[config.mk]
export PLATFORM = sky130hd
export DESIGN_NAME = thcomp_regbank
export DESIGN_NICKNAME = d
export VERILOG_FILES = /design/src/rtl/thcomp_regbank_pkg.sv /design/src/rtl/thcomp_chan.sv /design/src/rtl/thcomp_regbank.sv
export SDC_FILE = /design/constraint.sdc
export NUM_CORES = 1
export LEC_CHECK = 0
export CORE_AREA = 2 2 151 153
export CTS_CLUSTER_DIAMETER = 40
export DETAILED_ROUTE_END_ITERATION = 6
export DIE_AREA = 0 0 153 155
export PLACE_DENSITY = 0.93
export SLEW_MARGIN = 20
export SYNTH_ARGS = -nofsm -noshare
export SYNTH_HDL_FRONTEND = slang
export SYNTH_HIERARCHICAL = 1
export SYNTH_SLANG_ARGS = --single-unit
export TNS_END_PERCENT = 50
[constraint.sdc]
create_clock -name clk -period 2.8 [get_ports clk]
set_input_delay 0.56 -clock clk [delete_from_list [all_inputs] [get_ports clk]]
set_output_delay 0.56 -clock clk [all_outputs]
set_load 0.02 [all_outputs]
[src/rtl/thcomp_regbank_pkg.sv]
`default_nettype none
// ============================================================================
// Module      : thcomp_regbank_pkg
// Description : Shared constants and types for the threshold-comparator
//               register bank: register offsets relative to the bank base
//               and the CTRL register layout.
// Revision    : 1.0 - initial release
// ============================================================================
package thcomp_regbank_pkg;

    // Register offsets from the bank base address. THRESH[k] sits at
    // c_OFF_THRESH + k and CAPTURE[k] at c_OFF_THRESH + N_CH + k.
    localparam int c_OFF_CTRL     = 0;
    localparam int c_OFF_STATUS   = 1;
    localparam int c_OFF_IRQ_MASK = 2;
    localparam int c_OFF_THRESH   = 3;

    // Implemented CTRL bits; everything above reads back as zero.
    localparam int c_CTRL_W = 3;

    // CTRL layout: bit0 EN, bit1 MODE (1 = peak-hold), bit2 FREEZE.
    typedef struct packed {
        logic freeze;
        logic mode;
        logic en;
    } ctrl_t;

endpackage
`default_nettype wire

[src/rtl/thcomp_chan.sv]
`default_nettype none
// ============================================================================
// Module      : thcomp_chan
// Description : One comparator channel: cfg-written threshold, capture
//               register with latest / peak-hold update, and the per-cycle
//               hit pulse that feeds the sticky status in the bank top.
// Ports       : clk, rst_n        clock, async active-low reset
//               en, mode, freeze  CTRL fields shared by all channels
//               thresh_we/_wdata  threshold write from the cfg bus
//               cap_clr           cfg write to CAPTURE (clears it)
//               hw_we, hw_data    sample strobe and value from comparator
//               thresh, capture   current register contents
//               hit               sample >= threshold this cycle
// Revision    : 1.0 - initial release
// ============================================================================
module thcomp_chan #(
    parameter int                DATA_W     = 16,
    parameter logic [DATA_W-1:0] THRESH_RST = '0
) (
    input  logic              clk,
    input  logic              rst_n,
    input  logic              en,
    input  logic              mode,
    input  logic              freeze,
    input  logic              thresh_we,
    input  logic [DATA_W-1:0] thresh_wdata,
    input  logic              cap_clr,
    input  logic              hw_we,
    input  logic [DATA_W-1:0] hw_data,
    output logic [DATA_W-1:0] thresh,
    output logic [DATA_W-1:0] capture,
    output logic              hit
);

    logic [DATA_W-1:0] r_thresh;
    logic [DATA_W-1:0] r_capture;
    logic              w_cap_upd;
    logic [DATA_W-1:0] w_cap_next;

    // FREEZE only stops the capture register; hits are still reported.
    assign w_cap_upd  = hw_we & en & ~freeze;
    assign w_cap_next = (mode && (r_capture > hw_data)) ? r_capture : hw_data;

    // Compares against the registered threshold, so a threshold write
    // only affects samples from the following cycle on.
    assign hit = hw_we & en & (hw_data >= r_thresh);

    always_ff @(posedge clk or negedge rst_n) begin
        if (!rst_n) begin
            r_thresh <= THRESH_RST;
        end else if (thresh_we) begin
            r_thresh <= thresh_wdata;
        end
    end

    // A cfg clear beats a same-cycle sample; the sample is dropped.
    always_ff @(posedge clk or negedge rst_n) begin
        if (!rst_n) begin
            r_capture <= '0;
        end else if (cap_clr) begin
            r_capture <= '0;
        end else if (w_cap_upd) begin
            r_capture <= w_cap_next;
        end
    end

    assign thresh  = r_thresh;
    assign capture = r_capture;

endmodule
`default_nettype wire

[src/rtl/thcomp_regbank.sv]
`default_nettype none
// ============================================================================
// Module      : thcomp_regbank
// Description : Multi-channel threshold-comparator register bank. Decodes
//               the cfg bus, holds CTRL / STATUS / IRQ_MASK, instantiates
//               one thcomp_chan per channel, registers read data and irq.
// Ports       : clk, rst_n                  clock, async active-low reset
//               cfg_we/re/addr/data_in       cfg bus request
//               cfg_data_out, cfg_rvalid     registered read response
//               hw_we, hw_data               per-channel samples
//               thresh_out, capture_out      per-channel register contents
//               hit_status                   sticky hit flags
//               irq                          registered masked OR of status
// Revision    : 1.0 - initial release
// ============================================================================
module thcomp_regbank
    import thcomp_regbank_pkg::*;
#(
    parameter int                N_CH       = 4,
    parameter int                DATA_W     = 16,
    parameter int                ADDR_W     = 8,
    parameter logic [ADDR_W-1:0] BASE_ADDR  = 8'h20,
    parameter logic [DATA_W-1:0] THRESH_RST = '0
) (
    input  logic                     clk,
    input  logic                     rst_n,
    input  logic                     cfg_we,
    input  logic                     cfg_re,
    input  logic [ADDR_W-1:0]        cfg_addr,
    input  logic [DATA_W-1:0]        cfg_data_in,
    output logic [DATA_W-1:0]        cfg_data_out,
    output logic                     cfg_rvalid,
    input  logic [N_CH-1:0]          hw_we,
    input  logic [N_CH*DATA_W-1:0]   hw_data,
    output logic [N_CH*DATA_W-1:0]   thresh_out,
    output logic [N_CH*DATA_W-1:0]   capture_out,
    output logic [N_CH-1:0]          hit_status,
    output logic                     irq
);

    ctrl_t               r_ctrl;
    logic [N_CH-1:0]     r_status;
    logic [N_CH-1:0]     r_irq_mask;
    logic                r_irq;
    logic [DATA_W-1:0]   r_rdata;
    logic                r_rvalid;

    logic                w_in_range;
    logic [ADDR_W-1:0]   w_off;
    logic                w_sel_ctrl;
    logic                w_sel_status;
    logic                w_sel_mask;
    logic [N_CH-1:0]     w_sel_thresh;
    logic [N_CH-1:0]     w_sel_cap;
    logic [N_CH-1:0]     w_hit;
    logic [N_CH-1:0]     w_status_clr;
    logic [DATA_W-1:0]   w_rdata;

    // Addresses below the base must not alias into the map via wraparound.
    assign w_in_range   = (cfg_addr >= BASE_ADDR);
    assign w_off        = cfg_addr - BASE_ADDR;
    assign w_sel_ctrl   = w_in_range && (w_off == ADDR_W'(c_OFF_CTRL));
    assign w_sel_status = w_in_range && (w_off == ADDR_W'(c_OFF_STATUS));
    assign w_sel_mask   = w_in_range && (w_off == ADDR_W'(c_OFF_IRQ_MASK));

    for (genvar k = 0; k < N_CH; k++) begin : g_chan
        assign w_sel_thresh[k] = w_in_range && (w_off == ADDR_W'(c_OFF_THRESH + k));
        assign w_sel_cap[k]    = w_in_range && (w_off == ADDR_W'(c_OFF_THRESH + N_CH + k));

        thcomp_chan #(
            .DATA_W     (DATA_W),
            .THRESH_RST (THRESH_RST)
        ) u_chan (
            .clk          (clk),
            .rst_n        (rst_n),
            .en           (r_ctrl.en),
            .mode         (r_ctrl.mode),
            .freeze       (r_ctrl.freeze),
            .thresh_we    (cfg_we & w_sel_thresh[k]),
            .thresh_wdata (cfg_data_in),
            .cap_clr      (cfg_we & w_sel_cap[k]),
            .hw_we        (hw_we[k]),
            .hw_data      (hw_data[k*DATA_W +: DATA_W]),
            .thresh       (thresh_out[k*DATA_W +: DATA_W]),
            .capture      (capture_out[k*DATA_W +: DATA_W]),
            .hit          (w_hit[k])
        );
    end

    // W1C mask; OR-ing the hits in afterwards lets a new hit win over a clear.
    assign w_status_clr = (cfg_we && w_sel_status) ? cfg_data_in[N_CH-1:0] : '0;

    always_ff @(posedge clk or negedge rst_n) begin
        if (!rst_n) begin
            r_ctrl     <= '0;
            r_status   <= '0;
            r_irq_mask <= '0;
            r_irq      <= 1'b0;
        end else begin
            if (cfg_we && w_sel_ctrl) begin
                r_ctrl <= ctrl_t'(cfg_data_in[c_CTRL_W-1:0]);
            end
            if (cfg_we && w_sel_mask) begin
                r_irq_mask <= cfg_data_in[N_CH-1:0];
            end
            r_status <= (r_status & ~w_status_clr) | w_hit;
            r_irq    <= |(r_status & r_irq_mask);
        end
    end

    // Read mux sees pre-write register values, so a same-cycle write is
    // not visible to the read.
    always_comb begin
        w_rdata = '0;
        if (w_sel_ctrl)   w_rdata = DATA_W'(r_ctrl);
        if (w_sel_status) w_rdata = DATA_W'(r_status);
        if (w_sel_mask)   w_rdata = DATA_W'(r_irq_mask);
        for (int k = 0; k < N_CH; k++) begin
            if (w_sel_thresh[k]) w_rdata = thresh_out[k*DATA_W +: DATA_W];
            if (w_sel_cap[k])    w_rdata = capture_out[k*DATA_W +: DATA_W];
        end
    end

    // Read data holds between reads; rvalid is a one-cycle pulse.
    always_ff @(posedge clk or negedge rst_n) begin
        if (!rst_n) begin
            r_rdata  <= '0;
            r_rvalid <= 1'b0;
        end else begin
            r_rvalid <= cfg_re;
            if (cfg_re) begin
                r_rdata <= w_rdata;
            end
        end
    end

    assign cfg_data_out = r_rdata;
    assign cfg_rvalid   = r_rvalid;
    assign hit_status   = r_status;
    assign irq          = r_irq;

endmodule
`default_nettype wire

==> impl_metrics.py <==
metrics = {
    "status": {
        "run_status": "completed",
    },
    "cells_and_area": {
        "ratio_of_cells_with_drive_above_1_in_the_final_layout_pct": 11.5,
        "nets": 1802,
        "finalInstanceArea_um2": 15400,
        "layout-area-overhead-vs-synth_pct": 36.7,
    },
    "worst_setup_path": {
        "cp_slowest_cell": "sky130_fd_sc_hd__or4_1",
        "cp.buffers_inverters": 3,
        "path_max_fanout": 16,
        "critical_path.top_delay_family": "buffers and inverters",
        "timing.critical_path.to_type": "register",
        "cp_data_required_time_ns": 3.15,
        "worst-endpoint-arrival_ns": 3.05,
        "worst-setup-path-type": "in2reg",
        "worstPathCellList": "clkdlybuf4s50_1, inv_1, ha_1, nand4_1, or4_1, a21o_1, a32oi_4, buf_12, mux2i_1",
        "cp-start-kind": "input pin",
        "crit_path_max_incr_delay_ns": 0.58,
    },
    "timing": {
        "maxSlewHeadroom_pct": 41.7,
        "timing.final.crit_share_pct": 96.4,
        "fin_skew_ns": 0.00795,
        "setup_viol": 0,
        "finalHoldViolations": 0,
        "max_slew.worst_pin.slew_ns": 0.874,
        "report.final.slew_viol_count": 0,
        "rsz0062_at_grt": "no",
        "fin_setup_tns_ns": 0,
        "final.min_clock_period_ns": 2.70,
        "fmax_mhz": 370,
    },
    "clock_network": {
        "cts.sinks": 157,
        "worstSkewPairLatency_ns": 0.43,
        "worst_setup_hold_path_clk_slew_ns": 0.06,
        "post-cts-setup-buffers": 0,
        "tritoncts_clock_tree": "yes",
        "clockRootBuffer": "sky130_fd_sc_hd__clkbuf_16",
        "number_of_buffers_inserted_during_clock_tree_synthesis": 17,
        "ctsHtreeMaxLevel": 4,
        "cts.path.max_buffers": 2,
    },
    "power": {
        "netSwitchingPower_mw": 3.98,
        "power-per-cell-area_nw_per_um2": 650,
        "cellInternalPower_mw": 6.06,
        "power.static_leakage_nw": 7.88,
        "seq_power_share_pct": 35.9,
        "switching_share_pct": 39.7,
        "clock_share_of_power_pct": 21.6,
        "vdd.ir_drop.worst_mv": 0.457,
        "combinationalPowerShare_pct": 42.5,
        "total_power_mw": 10.0,
    },
    "global_routing": {
        "antenna_found_initial": 1,
        "grt_max_degree": 93,
        "overflow": 0,
        "grt_first_pass_wirelength_um": 65400,
        "grt_pass1_vias": 11700,
        "grt.total_usage_pct": 35.6,
    },
    "die": {
        "fp.dieH_um": 155,
        "std_cell_rows": 55,
        "floorplan.initialDensity_pct": 50.8,
        "chipWidth_um": 153,
        "io_pins": 246,
        "fp.dieArea_um2": 23700,
        "placeableCoreArea_um2": 22200,
    },
    "worst_hold_path": {
        "kind_of_path_behind_the_tightest_hold_check": "in2async",
    },
    "yosys": {
        "synth.area.mux_share_pct": 7.93,
        "post_synthesis_instance_area_um2": 11300,
        "asyncSetResetFlopFracSynth_pct": 100,
        "synth_compound_area_share_pct": 17.7,
        "count_of_cell_types_in_the_netlist": 61,
        "synth.ff_latch_count": 157,
        "synth_cells": 1249,
        "ys_seq_area_share_pct": 34.8,
        "ys_warn_count": 6,
        "post_synth_and_or_nand_nor_area_fraction_pct": 17.9,
        "main_combinational_cell_family_by_area_after_synthesis": "simple AND/OR/NAND/NOR gates",
        "postSynth.topFlopCell": "sky130_fd_sc_hd__dfrtp_1",
        "synth-adder-area-share_pct": 14.3,
        "synth-xor-area-share_pct": 0.0775,
        "average_cell_area_after_synthesis_um2": 9.05,
        "synth_edf_count": 0,
        "synth.net_count": 1474,
    },
    "flow_run": {
        "maxCapViolCount": 0,
    },
    "route": {
        "routed_wirelength_um": 42900,
        "postRouteAntennaNets": 0,
        "dr_total_vias": 11900,
        "first_iter_violations": 1472,
        "drt-pass1-iter-count": 6,
        "wl_per_cell_um": 22.9,
        "drc": 0,
        "post_drt_via_cell_ratio": 6.33,
    },
    "place": {
        "gp_congestion": 1.02,
        "dp.final_hpwl_um": 32700,
        "placedInstanceArea_um2": 14900,
        "io_buffer_count": 245,
    },
}
==> final cells by class <==
type	instances	area (um^2)
Fill cell	1587	6790
Multi-Input combinational cell	894	6550
Sequential cell	157	3930
Timing Repair Buffer	368	3550
Inverter	139	522
Clock buffer	20	457
Tap cell	285	357
Clock inverter	8	71.3
Antenna cell	2	5.00
==> power by group through the flow <==
stage	Clock, mW	Sequential (mW)	Combinational, mW
floorplan	0	3.85	1.51
global placement	0	3.57	3.96
detailed placement	0	3.58	4.18
CTS	2.17	3.55	4.23
global route	2.25	3.63	4.59
finish	2.16	3.61	4.27
==> per-layer routing <==
metal / vias to the layer above / global-route usage, % / part of all wire [%]
met5: - / 0 / 0.15
met4: 2 / 22.0 / 7.1
met3: 243 / 9.22 / 12
met2: 931 / 55.8 / 44
met1: 5603 / 44.3 / 36
li1: 5080 / - / -
==> Yosys cell counts (13+ instances only) <==
cell,n,area [um^2]
sky130_fd_sc_hd__nor3_1,14,70.1
sky130_fd_sc_hd__and3_1,13,81.3
sky130_fd_sc_hd__ha_1,129,1610
sky130_fd_sc_hd__clkbuf_1,47,176
sky130_fd_sc_hd__a22oi_1,13,97.6
sky130_fd_sc_hd__nand4_1,17,106
sky130_fd_sc_hd__o21ai_0,96,480
sky130_fd_sc_hd__a21o_1,25,188
sky130_fd_sc_hd__o22ai_1,27,169
sky130_fd_sc_hd__nand2b_1,136,851
sky130_fd_sc_hd__inv_1,139,522
sky130_fd_sc_hd__nand3_1,22,110
sky130_fd_sc_hd__nor2_1,29,109
sky130_fd_sc_hd__mux2i_1,76,761
sky130_fd_sc_hd__a21oi_1,60,300
sky130_fd_sc_hd__o31ai_1,15,113
sky130_fd_sc_hd__nand2_1,106,398
sky130_fd_sc_hd__dfrtp_1,157,3930
==> logic make-up (layout without fill, tap and decap cells) <==
| family | count (synthesis) | in the layout |
|---|---|---|
| and+or+nand+nor | 372 | 372 |
| AOI/OAI and AO/OA | 304 | 304 |
| buffers and inverters | 198 | 535 |
| DFF | 157 | 157 |
| adders and majority gates | 129 | 129 |
| muxes | 88 | 88 |
| xor gates and xnor gates | 1 | 1 |
| other | 0 | 2 |
==> final timing paths <==
kind	to	slack, ns	from	depth (start not counted)
hold / removal	g_chan[3].u_chan/capture[5]	0.48	rst_n	2
hold reg to reg	cfg_data_out[6]	0.51	cfg_data_out[6]	2
max in group asynchronous	cfg_data_out[13]	1.63	rst_n	3
setup reg to reg	g_chan[0].u_chan/capture[2]	0.30	g_chan[0].u_chan/capture[15]	7
setup / recovery	g_chan[0].u_chan/capture[2]	0.10	hw_data[13]	9
min in group clk	cfg_data_out[6]	0.51	cfg_data_out[6]	2
==> stage by stage <==
step	hold slack, ns	instances	util, %	worst slack, ns
after global routing	0.489	1872	69.5	0.0146
after global placement	0.345	1841	66.9	-0.220
final	0.478	1873	69.5	0.100
after CTS	0.479	1870	69.3	0.107
after floorplan	0.264	1249	-	0.249
after detailed placement	0.346	1841	66.9	-0.315
==> sequential cells by signal, indices dropped and copies added, names as in the netlist <==
register / count
hit_status: 4
cfg_data_out: 16
cfg_rvalid: 1
r_irq_mask: 4
g_chan.u_chan/thresh: 64
g_chan.u_chan/capture: 64
r_ctrl: 3
irq: 1
==> cell usage in the layout, fill, tap and decap left out, drive strengths merged, types with 25 or more instances in the layout <==
master,instances
clkdlybuf4s50,244
o21ai,97
a21oi,60
o22ai,27
ha,129
nor2,29
nand2,106
nand2b,136
buf,122
a21o,25
inv,139
mux2i,76
dfrtp,157
==> repair_timing <==
action | in CTS | in global routing
hold buffers | 1 | 0
endpoints found under the hold margin | 1 | 0
resized for setup | 0 | 0
endpoints found under the setup margin | 0 | 1
Note: power is estimated with default switching activity, not from simulation.
